File: config.mk
export PLATFORM = sky130hd
export DESIGN_NAME = dlx_icache_ctrl
export DESIGN_NICKNAME = d
export VERILOG_FILES = /design/src/rtl/dlx_icache_ctrl.sv
export SDC_FILE = /design/constraint.sdc
export NUM_CORES = 2
export LEC_CHECK = 0
export CELL_PAD_IN_SITES_DETAIL_PLACEMENT = 1
export CELL_PAD_IN_SITES_GLOBAL_PLACEMENT = 1
export CORE_MARGIN = 2
export CORE_UTILIZATION = 61
export DETAILED_ROUTE_END_ITERATION = 7
export PLACE_DENSITY_LB_ADDON = 0.1
export SLEW_MARGIN = 5
export SYNTH_ARGS = -nofsm -noshare
export SYNTH_HDL_FRONTEND = slang
export SYNTH_MEMORY_MAX_BITS = 65536
export SYNTH_SLANG_ARGS = --single-unit
File: constraint.sdc
create_clock -name clk -period 11.5 [get_ports clk]
set_clock_uncertainty 0.1 [all_clocks]
set_input_delay 1.15 -clock clk [delete_from_list [all_inputs] [get_ports clk]]
set_output_delay 1.15 -clock clk [all_outputs]
set_load 0.005 [all_outputs]
File: src/rtl/dlx_icache_ctrl.sv
// Direct-mapped instruction cache for the DLX IF stage: 32 lines x 128 bits.
// Hits return in the same cycle; misses stall IF and refill the line as four 32-bit beats.
module dlx_icache_ctrl #(
  parameter int ADDR_W = 16,
  parameter int TAG_W  = 7,
  parameter int IDX_W  = 5,
  parameter int LINE_W = 128,
  parameter int WORD_W = 32
) (
  input  logic              clk,
  input  logic              rst_n,
  input  logic              i_if_req,
  input  logic [ADDR_W-1:0] i_if_addr,
  output logic [WORD_W-1:0] o_if_instr,
  output logic              o_if_stall,
  input  logic              i_flush,
  output logic              o_mem_req,
  output logic [ADDR_W-1:0] o_mem_addr,
  input  logic              i_mem_ack,
  input  logic [WORD_W-1:0] i_mem_rdata
);

  localparam int LINES = 2 ** IDX_W;
  localparam int WORDS = LINE_W / WORD_W;

  typedef enum logic [1:0] {
    S_IDLE,
    S_REFILL,
    S_UPDATE
  } state_t;

  state_t r_state;
  state_t w_stateNext;

  logic [WORDS-1:0][WORD_W-1:0] r_data [LINES];
  logic [TAG_W-1:0]             r_tag  [LINES];
  logic [LINES-1:0]             r_valid;
  logic [WORDS-1:0][WORD_W-1:0] r_lineBuf;
  logic [TAG_W-1:0]             r_ltag;
  logic [IDX_W-1:0]             r_lidx;
  logic [1:0]                   r_beat;
  logic                         r_flushPend;

  logic [TAG_W-1:0] w_tag;
  logic [IDX_W-1:0] w_idx;
  logic [1:0]       w_word;
  logic             w_hit;
  logic             w_unused;

  assign w_tag    = i_if_addr[ADDR_W-1 -: TAG_W];
  assign w_idx    = i_if_addr[4 +: IDX_W];
  assign w_word   = i_if_addr[3:2];
  assign w_unused = ^i_if_addr[1:0];

  // A flush in the same cycle suppresses the hit so IF sees the invalidation at once.
  assign w_hit = i_if_req & r_valid[w_idx] & (r_tag[w_idx] == w_tag)
               & (r_state == S_IDLE) & ~i_flush;

  always_comb begin
    w_stateNext = r_state;
    o_mem_req   = 1'b0;
    o_mem_addr  = '0;
    o_if_stall  = (i_if_req & ~w_hit) | (r_state != S_IDLE);
    o_if_instr  = w_hit ? r_data[w_idx][w_word] : '0;
    case (r_state)
      S_IDLE: begin
        if (!i_flush && i_if_req && !w_hit) w_stateNext = S_REFILL;
      end
      S_REFILL: begin
        o_mem_req  = 1'b1;
        o_mem_addr = {r_ltag, r_lidx, r_beat, 2'b00};
        if (i_mem_ack && (r_beat == 2'd3)) w_stateNext = S_UPDATE;
      end
      S_UPDATE: begin
        w_stateNext = S_IDLE;
      end
      default: begin
        w_stateNext = S_IDLE;
      end
    endcase
  end

  always_ff @(posedge clk or negedge rst_n) begin
    if (!rst_n) begin
      r_state     <= S_IDLE;
      r_beat      <= 2'd0;
      r_flushPend <= 1'b0;
      r_valid     <= '0;
      r_ltag      <= '0;
      r_lidx      <= '0;
    end else begin
      r_state <= w_stateNext;
      case (r_state)
        S_IDLE: begin
          if (i_flush) begin
            r_valid <= '0;
          end else if (i_if_req && !w_hit) begin
            r_ltag <= w_tag;
            r_lidx <= w_idx;
            r_beat <= 2'd0;
          end
        end
        S_REFILL: begin
          if (i_flush) r_flushPend <= 1'b1;
          if (i_mem_ack) r_beat <= r_beat + 2'd1;
        end
        S_UPDATE: begin
          // A flush seen at any point of the refill leaves the new line invalid too.
          if (r_flushPend || i_flush) begin
            r_valid     <= '0;
            r_flushPend <= 1'b0;
          end else begin
            r_valid[r_lidx] <= 1'b1;
          end
        end
        default: begin
          r_flushPend <= 1'b0;
        end
      endcase
    end
  end

  // Line storage carries no reset; valid bits alone decide whether contents are used.
  always_ff @(posedge clk) begin
    if ((r_state == S_REFILL) && i_mem_ack) r_lineBuf[r_beat] <= i_mem_rdata;
    if (r_state == S_UPDATE) begin
      r_data[r_lidx] <= r_lineBuf;
      r_tag[r_lidx]  <= r_ltag;
    end
  end

endmodule

==> flow_summary.json <==
{
  "drt_iter0_markers": 11500,
  "swShare": 0.216,
  "die_x_um": 532,
  "pwr-share-seq": 0.543,
  "period_share": 0.671,
  "worst_setup_path_end_kind": "output pin",
  "yosys-top-cells-area": "edfxtp_1, mux4_2, dfrtp_1",
  "worst_pin_slew_ns": 1.26,
  "ys.flop_type": "edfxtp_1",
  "crit_path_start_kind": "input port",
  "async_reset_ff_frac": 0.0109,
  "syn-instance-count": 6612,
  "cts_setup_buffers": 0,
  "gp_congestion": 0.750,
  "syn-cell-area_um2": 170000,
  "powerDensity_nw_per_um2": 185,
  "hp-class": "in2async",
  "max_stage_delay_ns": 0.90,
  "hold_viol_final": 0,
  "grt_pass1_wl_um": 630000,
  "synthDominantCellAreaShare": 0.785,
  "rows": 193,
  "grt_use_total": 0.322,
  "dp.final_hpwl_um": 210000,
  "viasPerCell": 7.02,
  "yosys_warnings": 0,
  "synth_top_cell_by_area": "edfxtp_1",
  "status": "completed",
  "drive_above_1_share": 0.308,
  "cpMostUsedCell": "mux4_2",
  "cp.depth": 9,
  "totalWireLength_um": 448000,
  "ant_nets": 0,
  "grt_max_degree": 153,
  "power_frac_comb": 0.047,
  "cts_hold_repair.buffers": 0,
  "slew_headroom": 0.163,
  "cp_data_required_time_ns": 10.25,
  "port_buffers": 98,
  "antenna_found_initial": 17,
  "cts_root_buf": "clkbuf_16",
  "clock_sink_count": 4497,
  "p_clk_frac": 0.410,
  "syn2layout_area_growth_pct": 12.0,
  "vias": 77700,
  "dieArea_um2": 283000,
  "wl_per_cell_um": 40.5,
  "postCtsResizedCells": 0,
  "arrival_ns": 6.46,
  "synth.distinct_cells": 57,
  "cts_buffers": 440,
  "worstPathBufferInverterCount": 4,
  "drt_pass1_iterations": 6,
  "cap_violations": 0,
  "start_util": 0.615,
  "synth_seq_cells": 4497,
  "syn_area_per_cell_um2": 25.7,
  "cp_cell_sequence": "buf_8, buf_12, buf_4, mux4_2, mux4_2, mux4_2, mux2i_1, nor2_1, clkdlybuf4s50_1",
  "worst-setup-path-type": "in2out",
  "cts_tree": "built",
  "drcViolationCount": 0,
  "fmaxAchievable_ghz": 0.130,
  "critPathTopFamily": "buffers and inverters",
  "cp_max_fo": 152,
  "ioPinCount": 103,
  "clkTransAtPathRegs_ns": 0.06,
  "fillers": 20200,
  "setup_viol": 0,
  "switchingPower_uw": 7640,
  "htreeDepth": 5,
  "final_net_count": 7028,
  "grt_pass1_vias": 81500,
  "cts_max_path_buffers": 4,
  "fin_util": 0.689,
  "coreArea_um2": 277000,
  "ir_worst_vdd_mv": 0.159,
  "cp_slowest_cell": "buf_4",
  "cell_internal_pwr_uw": 27700,
  "min_period_ns": 7.71,
  "setup_tns_ns": 0,
  "synth_edf_count": 4448,
  "fp.dieH_um": 532,
  "leakage_uw": 0.0589,
  "clk_latency_ns": 0.95,
  "ys_seq_area_frac": 0.792,
  "rr_worst_depth": 4,
  "slew_viol_final": 0,
  "hold-worst-slack_ns": 0.209,
  "rsz0062_at_grt": "false",
  "gr-total-overflow": 0
}
## cells in the mapped netlist (all sizes together), types with 5 or more instances
library cell / count
a22oi: 12
clkbuf: 149
nand2b: 5
and2: 19
mux4: 1403
edfxtp: 4448
mux2i: 50
nor2: 114
nor2b: 7
mux2: 17
nand2: 26
and3: 7
a211oi: 5
a21oi: 36
buf: 198
dfrtp: 49
## layer usage
layer | global-route usage | share of wire | vias to the layer above | wire (µm)
met5 | 0 | 0.00020 | - | 89
met4 | 0.129 | 0.044 | 12 | 19500
met3 | 0.0686 | 0.097 | 847 | 43700
met2 | 0.503 | 0.49 | 4780 | 217000
met1 | 0.452 | 0.37 | 42400 | 167000
li1 | - | - | 29700 | -
## power groups by stage
stage                     Combinational (µW)  Sequential (µW)  Clock (µW)
after floorplan                         1040            19200           0
after global routing                    1750            19200       15100
after detailed placement                1670            19500           0
after global placement                  1640            19400           0
final                                   1670            19200       14500
after CTS                               1680            19200       14600
## layout by cell type, fill, tap and decap left out, drive strengths merged, types with 5 or more instances in the layout
master	synthesis	layout
mux4	1403	1403
edfxtp	4448	4448
a22oi	12	12
bufinv	0	57
inv	4	10
nand2b	5	5
a211oi	5	5
nor2	114	114
diode	0	9
dfrtp	49	49
clkbuf	149	539
mux2	17	17
nand2	26	26
clkinv	0	193
buf	198	173
clkdlybuf4s50	0	90
a21oi	36	36
nor2b	7	7
mux2i	50	50
and2	19	19
and3	7	7
clkinvlp	0	21
## registers in the layout, indices dropped and copies added (netlist names), 2 cells and up
signal and count:
r_valid 32, r_ltag 7, r_lineBuf 128, r_tag 224
r_state 2, r_lidx 5, r_data 4096, r_beat 2
## kinds of logic after synthesis
logic type,count (synthesis),share of synthesized area
flops,4497,0.792
mux,1470,0.190
buf+inv,351,0.00929
simple gates,207,0.00570
compound gates,76,0.00289
xor+xnor,6,0.000309
fa+ha+maj,4,0.000294
other cells,1,0.0000220
## metrics by stage
step | instance area (µm²) | total power (µW) | instances | setup slack [ns]
final | 191000 | 35300 | 11100 | 3.79
after global routing | 191000 | 36100 | 11100 | 3.55
after CTS | 191000 | 35500 | 11100 | 3.79
after detailed placement | 176000 | 21200 | 10200 | 3.82
after floorplan | 170000 | 20300 | 6613 | 4.01
after global placement | 176000 | 21100 | 10200 | 3.82
## path summary, 6_finish.rpt
path / start / to / slack [ns]
hold reg to reg: r_valid[19] / r_valid[19] / 0.40
min in group clk: r_valid[19] / r_valid[19] / 0.40
hold / removal: rst_n / r_ltag[4] / 0.21
setup / recovery: i_if_addr[5] / o_if_instr[0] / 3.79
setup reg to reg: r_state[0] / r_data[11][54] / 6.53
max in group asynchronous: rst_n / r_valid[4] / 10.64
## layout make-up
class / count / area (µm²) / share of cell area
antenna: 9 / 22.5 / 0.000118
clock buffer: 539 / 11500 / 0.0605
clock inverter: 277 / 2870 / 0.0151
inverter: 4 / 22.5 / 0.000118
multi-input combinational: 1765 / 34200 / 0.179
sequential: 4497 / 135000 / 0.707
tap: 3705 / 4640 / 0.0243
timing repair buffer: 263 / 2670 / 0.0140
(Power assumes the default switching activity.)
